### src/rtl/lsu_pkg.sv
// ============================================================================
// Module   : lsu_pkg
// Brief    : Shared funct3 codes, FSM state encoding and request-decode helpers
//            for the load/store unit.
// Revision : 1.0 - initial release
// ============================================================================
`default_nettype none

package lsu_pkg;

    localparam logic [2:0] F3_B  = 3'b000;
    localparam logic [2:0] F3_H  = 3'b001;
    localparam logic [2:0] F3_W  = 3'b010;
    localparam logic [2:0] F3_BU = 3'b100;
    localparam logic [2:0] F3_HU = 3'b101;

    typedef enum logic [1:0] {
        IDLE  = 2'd0,
        READ  = 2'd1,
        WRITE = 2'd2,
        DONE  = 2'd3
    } lsu_state_t;

    // Stores only accept the signed widths; loads also accept the unsigned ones.
    function automatic logic f3_legal(input logic we, input logic [2:0] funct3);
        logic ok;
        ok = 1'b0;
        case (funct3)
            F3_B, F3_H, F3_W: ok = 1'b1;
            F3_BU, F3_HU:     ok = ~we;
            default:          ok = 1'b0;
        endcase
        return ok;
    endfunction

    function automatic logic addr_aligned(input logic [2:0] funct3, input logic [1:0] addr_lo);
        logic ok;
        ok = 1'b1;
        case (funct3)
            F3_H, F3_HU: ok = ~addr_lo[0];
            F3_W:        ok = (addr_lo == 2'b00);
            default:     ok = 1'b1;
        endcase
        return ok;
    endfunction

endpackage

`default_nettype wire

### src/rtl/lsu_align.sv
// ============================================================================
// Module   : lsu_align
// Brief    : Combinational lane logic: load byte/half extract with sign or zero
//            extension, and sub-word store merge into an existing word.
// Revision : 1.0 - initial release
// ============================================================================
`default_nettype none

module lsu_align
    import lsu_pkg::*;
(
    input  logic [31:0] i_word,
    input  logic [31:0] i_wdata,
    input  logic [1:0]  i_addr_lo,
    input  logic [2:0]  i_funct3,
    output logic [31:0] o_rdata,
    output logic [31:0] o_merged
);

    logic [4:0]  w_shamt;
    logic [31:0] w_shifted;
    logic [7:0]  w_byte;
    logic [15:0] w_half;
    logic [31:0] w_byte_mask;
    logic [31:0] w_byte_rep;

    // Little-endian lanes: byte lane = addr[1:0], half lane = addr[1].
    assign w_shamt     = {i_addr_lo, 3'b000};
    assign w_shifted   = i_word >> w_shamt;
    assign w_byte      = w_shifted[7:0];
    assign w_half      = i_addr_lo[1] ? i_word[31:16] : i_word[15:0];
    assign w_byte_mask = 32'h0000_00FF << w_shamt;
    assign w_byte_rep  = {4{i_wdata[7:0]}};

    always_comb begin
        o_rdata = i_word;
        case (i_funct3)
            F3_B:    o_rdata = {{24{w_byte[7]}}, w_byte};
            F3_BU:   o_rdata = {24'h000000, w_byte};
            F3_H:    o_rdata = {{16{w_half[15]}}, w_half};
            F3_HU:   o_rdata = {16'h0000, w_half};
            default: o_rdata = i_word;
        endcase
    end

    always_comb begin
        o_merged = i_wdata;
        case (i_funct3)
            F3_B:    o_merged = (i_word & ~w_byte_mask) | (w_byte_rep & w_byte_mask);
            F3_H:    o_merged = i_addr_lo[1] ? {i_wdata[15:0], i_word[15:0]}
                                             : {i_word[31:16], i_wdata[15:0]};
            default: o_merged = i_wdata;
        endcase
    end

endmodule

`default_nettype wire

### src/rtl/load_store_unit.sv
// ============================================================================
// Module   : load_store_unit
// Brief    : Byte-addressed RISC-V load/store front end for a word-addressed
//            data memory; sub-word stores use read-modify-write.
// Revision : 1.0 - initial release
// ============================================================================
`default_nettype none

module load_store_unit
    import lsu_pkg::*;
#(
    parameter int MEM_WORDS = 1024
) (
    input  logic        clk,
    input  logic        reset,
    input  logic        req_valid,
    output logic        req_ready,
    input  logic        req_we,
    input  logic [2:0]  req_funct3,
    input  logic [31:0] req_addr,
    input  logic [31:0] req_wdata,
    output logic        resp_valid,
    output logic [31:0] resp_rdata,
    output logic        resp_err,
    output logic        dm_read,
    output logic        dm_write,
    output logic [31:0] dm_addr,
    output logic [31:0] dm_wdata,
    input  logic [31:0] dm_rdata
);

    localparam logic [31:0] c_mem_words = 32'(MEM_WORDS);

    lsu_state_t  r_state;
    lsu_state_t  w_next;

    logic        r_we;
    logic [2:0]  r_funct3;
    logic [31:0] r_addr;
    logic [31:0] r_wdata;
    logic [31:0] r_word;

    logic        w_req_err;
    logic        w_req_rmw;
    logic [31:0] w_align_word;
    logic [31:0] w_load_data;
    logic [31:0] w_merged;

    assign w_req_err = ~f3_legal(req_we, req_funct3)
                     | ~addr_aligned(req_funct3, req_addr[1:0])
                     | ((req_addr >> 2) >= c_mem_words);
    assign w_req_rmw = req_we & (req_funct3 != F3_W);

    // Loads extract straight from the memory word during READ; the store merge
    // works on the word captured at the end of READ.
    assign w_align_word = (r_state == READ) ? dm_rdata : r_word;

    lsu_align u_align (
        .i_word    (w_align_word),
        .i_wdata   (r_wdata),
        .i_addr_lo (r_addr[1:0]),
        .i_funct3  (r_funct3),
        .o_rdata   (w_load_data),
        .o_merged  (w_merged)
    );

    assign dm_addr  = {2'b00, r_addr[31:2]};
    assign dm_wdata = w_merged;

    always_ff @(posedge clk or posedge reset) begin
        if (reset) begin
            r_state <= IDLE;
        end else begin
            r_state <= w_next;
        end
    end

    always_comb begin
        w_next     = r_state;
        req_ready  = 1'b0;
        dm_read    = 1'b0;
        dm_write   = 1'b0;
        resp_valid = 1'b0;
        case (r_state)
            IDLE: begin
                req_ready = 1'b1;
                if (req_valid) begin
                    if (w_req_err) begin
                        w_next = DONE;
                    end else if (!req_we || w_req_rmw) begin
                        w_next = READ;
                    end else begin
                        w_next = WRITE;
                    end
                end
            end
            READ: begin
                dm_read = 1'b1;
                w_next  = r_we ? WRITE : DONE;
            end
            WRITE: begin
                dm_write = 1'b1;
                w_next   = DONE;
            end
            DONE: begin
                resp_valid = 1'b1;
                w_next     = IDLE;
            end
            default: w_next = IDLE;
        endcase
    end

    always_ff @(posedge clk or posedge reset) begin
        if (reset) begin
            r_we       <= 1'b0;
            r_funct3   <= 3'b000;
            r_addr     <= 32'h0;
            r_wdata    <= 32'h0;
            r_word     <= 32'h0;
            resp_rdata <= 32'h0;
            resp_err   <= 1'b0;
        end else begin
            case (r_state)
                IDLE: begin
                    if (req_valid) begin
                        r_we     <= req_we;
                        r_funct3 <= req_funct3;
                        r_addr   <= req_addr;
                        r_wdata  <= req_wdata;
                        if (w_req_err) begin
                            resp_rdata <= 32'h0;
                            resp_err   <= 1'b1;
                        end
                    end
                end
                READ: begin
                    r_word <= dm_rdata;
                    if (!r_we) begin
                        resp_rdata <= w_load_data;
                        resp_err   <= 1'b0;
                    end
                end
                WRITE: begin
                    resp_rdata <= 32'h0;
                    resp_err   <= 1'b0;
                end
                default: ;
            endcase
        end
    end

endmodule

`default_nettype wire

### config.mk
export PLATFORM = sky130hd
export DESIGN_NAME = load_store_unit
export DESIGN_NICKNAME = d
export VERILOG_FILES = /design/src/rtl/lsu_pkg.sv /design/src/rtl/lsu_align.sv /design/src/rtl/load_store_unit.sv
export SDC_FILE = /design/constraint.sdc
export NUM_CORES = 1
export LEC_CHECK = 0
export CAP_MARGIN = 20
export CORE_AREA = 4 4 123 125
export DETAILED_ROUTE_END_ITERATION = 10
export DIE_AREA = 0 0 127 129
export PLACE_DENSITY = 0.84
export SYNTH_ARGS = -nofsm -noshare
export SYNTH_HDL_FRONTEND = slang
export SYNTH_HIERARCHICAL = 1
export SYNTH_SLANG_ARGS = --single-unit
### constraint.sdc
create_clock -name clk -period 9.4 [get_ports clk]
set_input_delay 2.35 -clock clk [delete_from_list [all_inputs] [get_ports clk]]
set_output_delay 2.35 -clock clk [all_outputs]
set_load 0.005 [all_outputs]
; ---- After elaboration in Yosys (flattened, before gate mapping)
; Index checks and enable logic that the tools add are counted.
[totals]
elab_cells = 72
out_inout_bits = 101
input_bits = 103
register_bits = 135
[classes]
shifts = 2
n_lt_le_gt_ge = 1
muxes = 24
eq_ne = 14
n_bitwise = 11
reduce_logical = 12
[ops]
columns = cell, count
row1 = $mux W32, 5
row2 = $pmux W32 S4, 1
row3 = $pmux W32 S3, 1
row4 = $and A32 B32 Y32, 2
row5 = $pmux W32 S2, 1
row6 = $not A32 Y32, 1
row7 = $or A32 B32 Y32, 1
row8 = $shl A8 B5 Y32 const A, 1
row9 = $shr A32 B5 Y8, 1
row10 = $ge A30 B11 Y1 const B, 1
row11 = $mux W16, 1
row12 = $eq A3 B3 Y1 const B, 4
row13 = $mux W1, 8
row14 = $pmux W2 S4, 1
row15 = $eq A3 B1 Y1 const B, 2
row16 = $logic_not A3 Y1, 2
row17 = $mux W2, 3
row18 = $ne A2 B2 Y1 const B, 3
row19 = $eq A2 B2 Y1 const B, 2
row20 = $logic_not A2 Y1, 2
row21 = $not A1 Y1, 4
row22 = $pmux W1 S2, 2
row23 = $reduce_and A4 Y1, 1
row24 = $reduce_or A2 Y1, 2
row25 = other kinds (11), 12

; ---- Depth between registers and ports, before layout
; Gate-level depths: netlist of the first run.
[depth]
ltp_word = 9
depth_mapped = 11
mapped_depth_nobuf = 8

; ---- Cells and area by module
; Netlist of the first run, hierarchy kept.
[modules_own_cells]
columns = module, area_each_um2, cells_per_inst, n_inst
row1 = load_store_unit, 5627.9, 393, 1
row2 = lsu_align, 1503.9, 230, 1

; ---- Worst setup path after synthesis of the first run
; Ideal clock, no wire load.
[synth_timing]
path_type = input to output
start = input dm_rdata[15]
end = output dm_wdata[15]
n_path_buf = 0
arrival_time_ns = 3.134
path_stages = 3
t_required_ns = 7.050
slack_ns = 3.916
path_cell_list = mux2_2 mux2_2 o221a_2
[synth_via]
elab_chain_cells = 4
elab_cells_between_ends = 5
cone_classes = mux: 3 / bitwise: 2
[synth_rtl]
columns = element, line
row1 = from (decl), load_store_unit.sv:29  ; input logic [31:0] dm_rdata
row2 = $mux W32 *, --
row3 = $and A32 B32 Y32, lsu_align.sv:49  ; F3_B: o_merged = (i_word & ~w_byte_mask) | (w_byte_rep & w_byte_mask);
row4 = $or A32 B32 Y32, lsu_align.sv:49
row5 = $pmux W32 S2 *, lsu_align.sv:48  ; case (i_funct3)
row6 = to (decl), load_store_unit.sv:28  ; output logic [31:0] dm_wdata,
; Mark *: on every way between the ends. The rest lies on a longest branch, timed or not.

; ---- Worst setup path after layout of the first run
[layout_timing]
start = input dm_rdata[13]
end = output dm_wdata[13]
[layout_via]
elab_chain_cells = 4
elab_cells_between_ends = 5
cone_classes = mux: 3 / bitwise: 2
[layout_rtl]
columns = element, line
row1 = $mux W32 *, --
row2 = named net w_align_word[13], load_store_unit.sv:45  ; logic [31:0] w_align_word;
row3 = $and A32 B32 Y32, lsu_align.sv:49
row4 = $or A32 B32 Y32, lsu_align.sv:49
row5 = $pmux W32 S2 *, lsu_align.sv:48
; Mark *: on every way through the listed nets, which the timed path passes. The rest lies on a longest branch.

==> results of run 1 <==
-- flip-flops by register name, summed over array words and instances, names as in the netlist --
name        flops
r_we            1
r_addr         32
r_wdata        32
r_funct3        3
resp_err        1
r_word         32
r_state         2
resp_rdata     32
-- cells in the final DEF (no fill, tap or decap), drive strengths merged, types with 6 or more instances in the layout --
cell type / instances
clkdlybuf4s50: 201
mux2i: 14
nor2: 24
buf: 8
and3: 7
a221o: 18
mux2: 112
o2bb2ai: 32
dfrtp: 135
nand3: 54
nor4b: 6
inv: 8
a21oi: 6
o21ai: 23
a31oi: 8
nand2: 36
a22o: 9
clkbuf: 24
-- synthesized netlist by cell type, types with 2 or more instances --
master / n
a211o_1: 5
a21oi_1: 6
a221o_1: 18
a22o_1: 9
a31oi_1: 8
and3_1: 6
buf_2: 28
buf_4: 34
buf_6: 4
clkbuf_1: 15
dfrtp_1: 135
ha_1: 4
inv_1: 8
mux2_2: 112
mux2i_1: 14
nand2_1: 36
nand2b_1: 2
nand3_1: 53
nor2_1: 22
nor2_2: 2
nor2b_1: 5
nor3_1: 2
nor4_1: 3
nor4_2: 2
nor4b_1: 6
o21ai_0: 21
o221a_2: 4
o221ai_1: 2
o2bb2ai_1: 28
o2bb2ai_2: 4
-- metal layers --
layer | vias up | track usage [%]
li1 | 2569 | -
met3 | 37 | 7.18
met1 | 2811 | 33.1
met4 | 0 | 8.39
met2 | 315 | 42.2
met5 | - | 0
-- worst max-delay path, stage by stage --
cell and delay (ps):
clkdlybuf4s50_1 440, mux2_2 330, nor4b_1 330, o21ai_0 130
o221a_2 160, clkdlybuf4s50_1 440
-- final cells by class --
cell class	count	area, sq um
clock buffers	24	502
multi-input cells	399	3230
inverters	8	32.5
flip-flops and latches	135	3380
fillers	1022	4320
repair buffers	209	2070
clock inverters	8	118
well taps	180	225
-- worst max path at each step --
stage / endpoint / slack (ps) / cells past startpoint / from
final: dm_wdata[13] / 2870 / 6 / dm_rdata[13]
after detailed placement: dm_wdata[15] / 2930 / 5 / dm_rdata[15]
after global placement: dm_wdata[15] / 2930 / 5 / dm_rdata[15]
after floorplan: r_addr[0] / 3440 / 1 / reset
after global routing: dm_wdata[13] / 2820 / 6 / dm_rdata[13]
after CTS: dm_wdata[13] / 2920 / 6 / dm_rdata[13]
-- power groups by stage --
| stage | registers (W) | logic [W] | clock network [W] |
|---|---|---|---|
| after floorplan | 0.000950 | 0.00132 | 0 |
| after global placement | 0.00102 | 0.00193 | 0 |
| after detailed placement | 0.00103 | 0.00197 | 0 |
| after CTS | 0.00102 | 0.00199 | 0.000697 |
| after global routing | 0.00106 | 0.00214 | 0.000723 |
| final | 0.00103 | 0.00199 | 0.000686 |
-- stage by stage --
step / power (W) / setup slack [ps] / instance area (sq um) / hold WS (ps) / std cells
finish: 0.00371 / 2870 / 9560 / 493 / 963
floorplan: 0.00227 / 3440 / 7140 / 474 / 624
CTS: 0.00371 / 2920 / 9560 / 494 / 963
global placement: 0.00295 / 2930 / 8940 / 473 / 931
global route: 0.00392 / 2820 / 9560 / 510 / 963
detailed placement: 0.00300 / 2930 / 8940 / 479 / 931
-- cells by family (layout without fill, tap and decap cells) --
family | count (synthesis) | count (layout)
adders and majority gates | 4 | 4
and+or+nand+nor | 152 | 152
muxes | 127 | 127
AOI/OAI and AO/OA | 114 | 114
other | 1 | 2
buffers and inverters | 90 | 249
DFF | 135 | 135
==> results.md, run 1 <==
- Status: finished clean
- Required time of the critical path: slightly above 7000 ps
- Top post-synthesis cells by area: dfrtp_1 (47%), mux2_2 (18%), nand3_1 (3.7%)
- Post-Synth Simple-Gate Area: approximately 11%
- Clk sinks: around 140
- First-pass GRT wire length: roughly 33 mm
- Slew Limit Fails: 0
- Cts bufs inserted: 17
- Clock Latency Late Sink: 410 ps
- Core Area: between 10000 and 15000 sq um
- DR pass1 iterations: 5
- Area leader, netlist: dfrtp_1
- Critical path peak fanout: 5
- CTS-repair resized insts: 0
- Yosys warning total: 6
- Critical path type: input pin to output pin
- Final worst-path cycle share: 69.4%
- Post-Synthesis Cells: about 620
- Final Hold Fails: 0
- Cell-internal power: roughly 0.0023 W
- Worst R2R End: resp_rdata[17]
- Predominant post-synthesis flop cell: dfrtp_1
- Compound-gate portion of the synthesized area: 13.5%
- Final Setup Violations: 0
- XOR/XNOR Fraction of Synth Area: 0%
- Sequential element share of the synthesized area: 47.4%
- Yosys reg bits: 135
- Combinational fraction of design power: roughly 54%
- Worst setup SP type: input pin
- CTS Hold Bufs: 0
- Remaining DRCs: 0
- Worst vdd ir: 0.000210 V
- Syn Area/Cell: 11.4 sq um
- Psw: 0.00139 W
- Post-Route WL: 20.7 mm
- Number of routed nets with antenna violations: 0
- Switch share: between 30% and 40%
- Reg2Reg Setup Slack: slightly above 6000 ps
- Clock-pin slew on the worst setup and hold paths: 50 ps
- Clock share of power: 18.5%
- Largest family of logic cells by synthesized area: multiplexers
- Arrival @ worst endpoint: about 4200 ps
- Number of distinct library cells after synthesis: 55
- Nets: approximately 880
- Fmax: around 150 MHz
- Final GP Congestion: about 0.85
- Top Layer Used: met4
- CTS tree: done
- Reg power frac: 27.8%
- Largest net degree at the start of global routing: just under 80
- Standby leakage power: 3.98 nW
- Port-buffer cells: between 200 and 250
- Initial core utilization: around 51%
- Post-CTS Setup Bufs: 0
- Metal-1 WL: roughly 8.3 mm
- Hold Startpoint: resp_rdata[16]
- Number of placement rows: 43
- CTS Buffer Depth: 2
- Post-synthesis instance area: a little over 7000 sq um
- Share of post-route cells with drive strength above 1: between 20% and 30%
- Routed wl met3: 1.99 mm
- CP Capture Type: output pin
- Pwr dens: roughly 390 nW/um^2
- MaxCap Viol Count: 0
- Number of global-route vias before repair: 5788
- Setup TNS: 0 ps
- Antenna violations before repair: 0
- Mux cell area share after synthesis: between 10% and 20%
- Die height: roughly 130 um
- Global route overflow: 0
- R2r startpoint: r_state[1]
- Drt initial violations: roughly 500
- Clock root buffer: clkbuf_16
- Min-delay worst type: flip-flop to flip-flop
- Yosys top cell area share: about 47%
- Clk_skew: between 6 and 7 ps
- Area grow syn2layout: 34.0%
- Hold depth: 1
- Via density per instance: approximately 6
- WHS Endpoint: resp_rdata[16]
- Met2 WL post-DR: 9.91 mm
- Worst-margin pin slew: between 1000 and 1500 ps
- DP HPWL: 14.9 mm
- I/O pin count: a little over 200
- Post-Synth Adder-Cell Area: less than 1%
- DIE WIDTH: around 130 um
- EDFF count, synth: 0
- Slew Limit Headroom: about a third
- Minimum clock period: 6530 ps
- Final core occ: slightly below 70%
- GRT Util Overall: roughly 26%
- Die ar.: roughly 16000 sq um
- H-tree lvl count: 4
- Avg WL per Cell: 21.5 um
- Asr flop ratio synth: 100%
- Ant. Diodes: 0
- Worst reg-to-reg path cell count: 9
- Vias: ~5700
- RSZ-0062 raised after global routing: false
No activity file was read; power rests on OpenSTA's default activity.
==> inputs of run 2 (changes only) <==
Settings changed: CORE_AREA 4 4 123 125 to 4 4 127 129, DIE_AREA 0 0 127 129 to 0 0 131 133, PLACE_DENSITY 0.84 to 0.8.
Clock period 9.4 ns to 6.56 ns, I/O delays scaled along.
==> run 2 against run 1 <==
  * Combinational power rose by 40%
  * Clock power increased by 28%
  * Worst hold slack better by 1.5 ps
  * Critical path depth is the same
  * Flip-flop and latch count did not move
  * Critical path type unchanged
==> results.md, run 2 (synthesis gave the netlist of run 1 again) <==
- Post-CTS Setup Bufs: 0 (unchanged)
- Antenna violations before repair: 0 (unchanged)
- MaxCap Viol Count: 0 (unchanged)
- CTS Buffer Depth: 2 (unchanged)
- Final core occ: 63.1% (was 68.9%)
- Area grow syn2layout: 33.1% (was 34.0%)
- Share of post-route cells with drive strength above 1: 21.9% (was 22.5%)
- H-tree lvl count: 4 (unchanged)
- Drt initial violations: 420 (was 495)
- Tot Pwr: 0.00516 W (was 0.00371 W)
- DP HPWL: 14.7 mm (was 14.9 mm)
- FILL cells: 1184 (was 1022)
- Die height: 133 um (was 129 um)
- Clk_skew: 6.12 ps (was 6.97 ps)
- Largest net degree at the start of global routing: 70 (was 79)
- Critical path peak fanout: 5 (unchanged)
- Most frequent cells in the layout: clkdlybuf4s50_1 (201), dfrtp_1 (135), mux2_2 (112), nand3_1 (53), nand2_1 (35) (unchanged)
- Final worst-path cycle share: 78.1%
- Arrival @ worst endpoint: 3480 ps (was 4180 ps)
- Worst vdd ir: 0.000283 V (was 0.000210 V)
- Critical path type: input pin to output pin (unchanged)
- Post-Route WL: 20.2 mm (was 20.7 mm)
- Min-delay worst type: flip-flop to flip-flop (unchanged)
- Cts bufs inserted: 17 (unchanged)
- CTS-repair resized insts: 0 (unchanged)
- Die ar.: 17400 sq um (was 16400 sq um)
- Fin worst setup slack: 1440 ps (was 2870 ps)
- Port-buffer cells: 201 (unchanged)
- Most common cell after layout, fill and taps aside: clkdlybuf4s50_1 (unchanged)
- Ant. Diodes: 0 (unchanged)
- I/O pin count: 204 (unchanged)
- Minimum clock period: about 5100 ps
- Standby leakage power: 3.94 nW (was 3.98 nW)
- DIE WIDTH: 131 um (was 127 um)
- DR pass1 iterations: 9 (was 5)
- Required time of the critical path: 4920 ps (was 7050 ps)
- Setup TNS: 0 ps (unchanged)
- Clock root buffer: clkbuf_16 (unchanged)
- Place WS: 1460 ps (was 2930 ps)
- Slew Limit Headroom: 33.2% (was 32.9%)
- Final Hold Fails: 0 (unchanged)
- Number of routed nets with antenna violations: 0 (unchanged)
- Remaining DRCs: 0 (unchanged)
- Fmax: just under 200 MHz
- Global route overflow: 0 (unchanged)
- Final Setup Violations: 0 (unchanged)
- CP Capture Type: output pin (unchanged)
- Clock-pin slew on the worst setup and hold paths: 50 ps (about the same)
- Worst R2R End: resp_rdata[25] (was resp_rdata[17])
- First-pass GRT wire length: 31.2 mm (was 32.7 mm)
- Clock Latency Late Sink: 420 ps (was 410 ps)
- Core Area: 15000 sq um (was 13900 sq um)
- Worst setup path endpoint: dm_wdata[14] (was dm_wdata[13])
- CTS tree: done (unchanged)
- Number of placement rows: 45 (was 43)
- Worst setup SP type: input pin (unchanged)
- Initial core utilization: 47.4% (was 51.4%)
- Final GP Congestion: 0.886 (was 0.850)
- Slew Limit Fails: 0 (unchanged)
- Pwr dens: 544 nW/um^2 (was 388 nW/um^2)
- GRT Util Overall: 23.3% (was 25.7%)
- Min Hold Slack: 495 ps (was 493 ps)
- RSZ-0062 raised after global routing: false (unchanged)
- Via density per instance: 5.78 (was 5.95)
- Number of global-route vias before repair: 5752 (was 5788)
- Nets: 877 (unchanged)
- Clk sinks: 135 (unchanged)
- Worst setup startpoint: dm_rdata[14] (was dm_rdata[13])
- Worst reg-to-reg path cell count: 8 (was 9)
- Vias: 5594 (was 5732)
- Reg2Reg Setup Slack: 3280 ps (was 6080 ps)
- CTS Hold Bufs: 0 (unchanged)
- R2r startpoint: r_state[1] (unchanged)
- Status: finished clean (unchanged)
- Avg WL per Cell: 20.8 um (was 21.5 um)
- Worst-margin pin slew: 1000 ps (about the same)
==> run 2: metrics by stage <==
step | instance area (sq um) | std cells
2_1_floorplan | 7140 | 624
3_3_place_gp | 8950 | 939
3_5_place_dp | 8950 | 939
4_1_cts | 9490 | 968
5_1_grt | 9490 | 968
6_report | 9490 | 968
==> run 2: metal layers <==
| metal | GRT usage [%] | part of all wire, % |
|---|---|---|
| met4 | 8.00 | 2.5 |
| met5 | 0 | 0 |
| met3 | 6.86 | 8.5 |
| met1 | 29.9 | 41 |
| met2 | 37.6 | 48 |
==> run 2: where the power goes <==
group | total (W) | switching [W] | internal, W
registers | 0.00149 | 0.000281 | 0.00121
logic | 0.00279 | 0.00132 | 0.00147
clock network | 0.000880 | 0.000327 | 0.000552
==> run 2: how the worst min path moves through the flow <==
stage                    from             end  slack [ps]  depth (start not counted)
3_3_place_gp    resp_rdata[1]   resp_rdata[1]         480                          1
3_5_place_dp    resp_rdata[4]   resp_rdata[4]         480                          1
6_report       resp_rdata[16]  resp_rdata[16]         490                          1
4_1_cts         resp_rdata[4]   resp_rdata[4]         500                          1
5_1_grt         resp_rdata[5]   resp_rdata[5]         520                          1
2_1_floorplan     r_funct3[1]     r_funct3[1]         470                          1
==> run 2: area by class of cell <==
class	count	area (sq um)	area share, %
clock buffers	25	495	5.22
clock inverters	4	45.0	0.475
inverters	8	32.5	0.343
multi-input cells	399	3230	34.1
flip-flops and latches	135	3380	35.6
well taps	188	235	2.48
repair buffers	209	2070	21.8
==> run 2: critical path: stages <==
cell	delay, ps
clkdlybuf4s50_1	460
mux2_2	340
nor4b_1	270
o21ai_0	130
o221a_2	200
clkdlybuf4s50_1	450
==> inputs of run 3 (changes only) <==
Settings changed: CORE_AREA 4 4 127 129 to 4 4 133 135, DIE_AREA 0 0 131 133 to 0 0 137 139, PLACE_DENSITY 0.8 to 0.76.
Clock period 6.56 ns to 4.7 ns, I/O delays scaled along.
==> run 3 against run 2 <==
  * Worst setup slack lost 1100 ps
  * Clock skew grew 0.91 ps
  * Power grew 49%
  * Non-clock buffer count grew 4
  * Worst hold slack lost 3.4 ps
  * Critical path type is now flip-flop to output pin
  * Critical endpoint is now dm_wdata[20]
  * Highest routed layer unchanged
==> results.md, run 3 (synthesis gave the netlist of run 1 again) <==
- Switch share: 36.1% (was 37.5%)
- Worst R2R End: resp_rdata[23] (was resp_rdata[25])
- Drt initial violations: 468 (was 420)
- Number of placement rows: 47 (was 45)
- Share of post-route cells with drive strength above 1: 23.1% (was 21.9%)
- Cell-internal power: 0.00490 W (was 0.00323 W)
- Cts bufs inserted: 17 (unchanged)
- Worst-path cell chain: inv_1 > ha_2 > buf_4 > mux2_2 > o21ai_0 > a31oi_1 > clkdlybuf4s50_1 (was clkdlybuf4s50_1 > mux2_2 > nor4b_1 > o21ai_0 > o221a_2 > clkdlybuf4s50_1)
- Slew Limit Headroom: 33.7% (was 33.2%)
- Pwr dens: 784 nW/um^2 (was 544 nW/um^2)
- First-pass GRT wire length: 32.7 mm (was 31.2 mm)
- Most frequent cells in the layout: clkdlybuf4s50_1 (201), dfrtp_1 (135), mux2_2 (112), nand3_1 (53), nand2_1 (35) (unchanged)
- DP HPWL: 14.9 mm (was 14.7 mm)
- Min Hold Slack: 491 ps (was 495 ps)
- Die height: 139 um (was 133 um)
- Remaining DRCs: 0 (unchanged)
- Crit path largest cell delay: 650 ps (was 460 ps)
- Min-delay worst type: flip-flop to flip-flop (unchanged)
- Arrival @ worst endpoint: 3180 ps (was 3480 ps)
- Most common cell after layout, fill and taps aside: clkdlybuf4s50_1 (unchanged)
- Hold Startpoint: resp_rdata[16] (unchanged)
- CTS tree: done (unchanged)
- Final core occ: 59.4% (was 63.1%)
- Reg2Reg Setup Slack: 1580 ps (was 3280 ps)
- Combinational fraction of design power: 51.5% (was 54.1%)
- Worst vdd ir: 0.000343 V (was 0.000283 V)
- Final GP Congestion: 0.932 (was 0.886)
- CTS Buffer Depth: 2 (unchanged)
- Number of routed nets with antenna violations: 0 (unchanged)
- R2r startpoint: r_state[1] (unchanged)
- Critical path type: flip-flop to output pin (was input pin to output pin)
- CTS Hold Bufs: 0 (unchanged)
- Busiest grt layer: met2 (unchanged)
- Crit path max-delay family: buffers and inverters (unchanged)
- Number of global-route vias before repair: 5954 (was 5752)
- Area grow syn2layout: 37.1% (was 33.1%)
- Tot Pwr: 0.00767 W (was 0.00516 W)
- Die ar.: 19000 sq um (was 17400 sq um)
- Clk_skew: 7.03 ps (was 6.12 ps)
- Minimum clock period: ~4400 ps
- Nets: 881 (was 877)
- Clock root buffer: clkbuf_16 (unchanged)
- Grt met3 use: 6.68% (was 6.86%)
- FILL cells: 1333 (was 1184)
- CTS-repair resized insts: 0 (unchanged)
- MaxCap Viol Count: 0 (unchanged)
- Worst-margin pin slew: 990 ps (was 1000 ps)
- Initial core utilization: 43.3% (was 47.4%)
- Hold depth: 1 (unchanged)
- Post-CTS Setup Bufs: 0 (unchanged)
- H-tree lvl count: 4 (unchanged)
- Worst setup startpoint: r_state[1] (was dm_rdata[14])
- Slew Limit Fails: 0 (unchanged)
- Met1 Track Usage GR: 27.8% (was 29.9%)
- Via density per instance: 5.68 (was 5.78)
- Final worst-path cycle share: between 90% and 100%
- Clk sinks: 135 (unchanged)
- DIE WIDTH: 137 um (was 131 um)
- Vias: 5717 (was 5594)
- Fmax: around 230 MHz
- I/O pin count: 204 (unchanged)
- GRT met2 Usage: 35.5% (was 37.6%)
- Psw: 0.00277 W (was 0.00193 W)
- CP max stage cell: ha_2 (was clkdlybuf4s50_1)
- Status: finished clean (unchanged)
- Reg power frac: 27.0% (was 28.9%)
- CP Capture Type: output pin (unchanged)
- Fin worst setup slack: 344 ps (was 1440 ps)
- Ant. Diodes: 0 (unchanged)
- Buf/Inv on CP: 3 (was 2)
- Core Area: 16500 sq um (was 15000 sq um)
- Port-buffer cells: 201 (unchanged)
- Avg WL per Cell: 20.5 um (was 20.8 um)
- RSZ-0062 raised after global routing: false (unchanged)
- Final Setup Violations: 0 (unchanged)
- WHS Endpoint: resp_rdata[16] (unchanged)
- Clock-pin slew on the worst setup and hold paths: 60 ps (was 50 ps)
- Clock share of power: 21.5% (was 17.1%)
- DR pass1 iterations: 5 (was 9)
- Antenna violations before repair: 0 (unchanged)
- Clock Latency Late Sink: 420 ps (about the same)
- Post-Route WL: 20.6 mm (was 20.2 mm)
- Place WS: 599 ps (was 1460 ps)
- Largest net degree at the start of global routing: 70 (unchanged)
- Critical path peak fanout: 30 (was 5)
- Setup TNS: 0 ps (unchanged)
- Worst setup SP type: flip-flop (was input pin)
- Worst reg-to-reg path cell count: 8 (unchanged)
- Final Hold Fails: 0 (unchanged)
- Required time of the critical path: 3520 ps (was 4920 ps)
- Global route overflow: 0 (unchanged)
- Standby leakage power: 4.06 nW (was 3.94 nW)
- GRT Util Overall: 21.7% (was 23.3%)
[run 3: cell count changes in the layout (fill, tap and decap cells not counted), sizes merged]
cell and delta:
clkinvlp +1, bufinv +7, buf +4, clkbuf -5
[run 3: metrics by stage]
step | cell area [sq um] | cells
after floorplan | 7140 | 624
after global placement | 9050 | 975
after detailed placement | 9050 | 975
after CTS | 9780 | 1007
after global routing | 9780 | 1007
final | 9780 | 1007
[run 3: worst max-delay path by stage]
stage | endpoint | depth (start not counted)
5_1_grt | dm_wdata[21] | 7
3_3_place_gp | dm_wdata[14] | 5
4_1_cts | dm_wdata[20] | 7
3_5_place_dp | dm_wdata[14] | 5
6_report | dm_wdata[20] | 7
2_1_floorplan | dm_wdata[15] | 7
[run 3: power by group through the flow]
stage                     sequential, W  combinational (W)  clock (W)
after detailed placement        0.00208            0.00393          0
final                           0.00207            0.00395    0.00165
after global placement          0.00205            0.00386          0
after floorplan                 0.00190            0.00264          0
after CTS                       0.00207            0.00395    0.00167
after global routing            0.00213            0.00425    0.00173
[run 3: cell type report]
class                      count  area (sq um)  area share [%]
tap                          220           275            2.81
inverter                       8          33.8           0.345
multi-input combinational    399          3230            33.0
clock inverter                12           268            2.74
timing repair buffer         213          2130            21.7
clock buffer                  20           467            4.77
sequential                   135          3380            34.5
[run 3: layer usage]
layer / wire, um / part of all wire [%]
met1: 8270 / 40
met2: 9970 / 48
met3: 1910 / 9.3
met4: 442 / 2.1
met5: 0 / 0
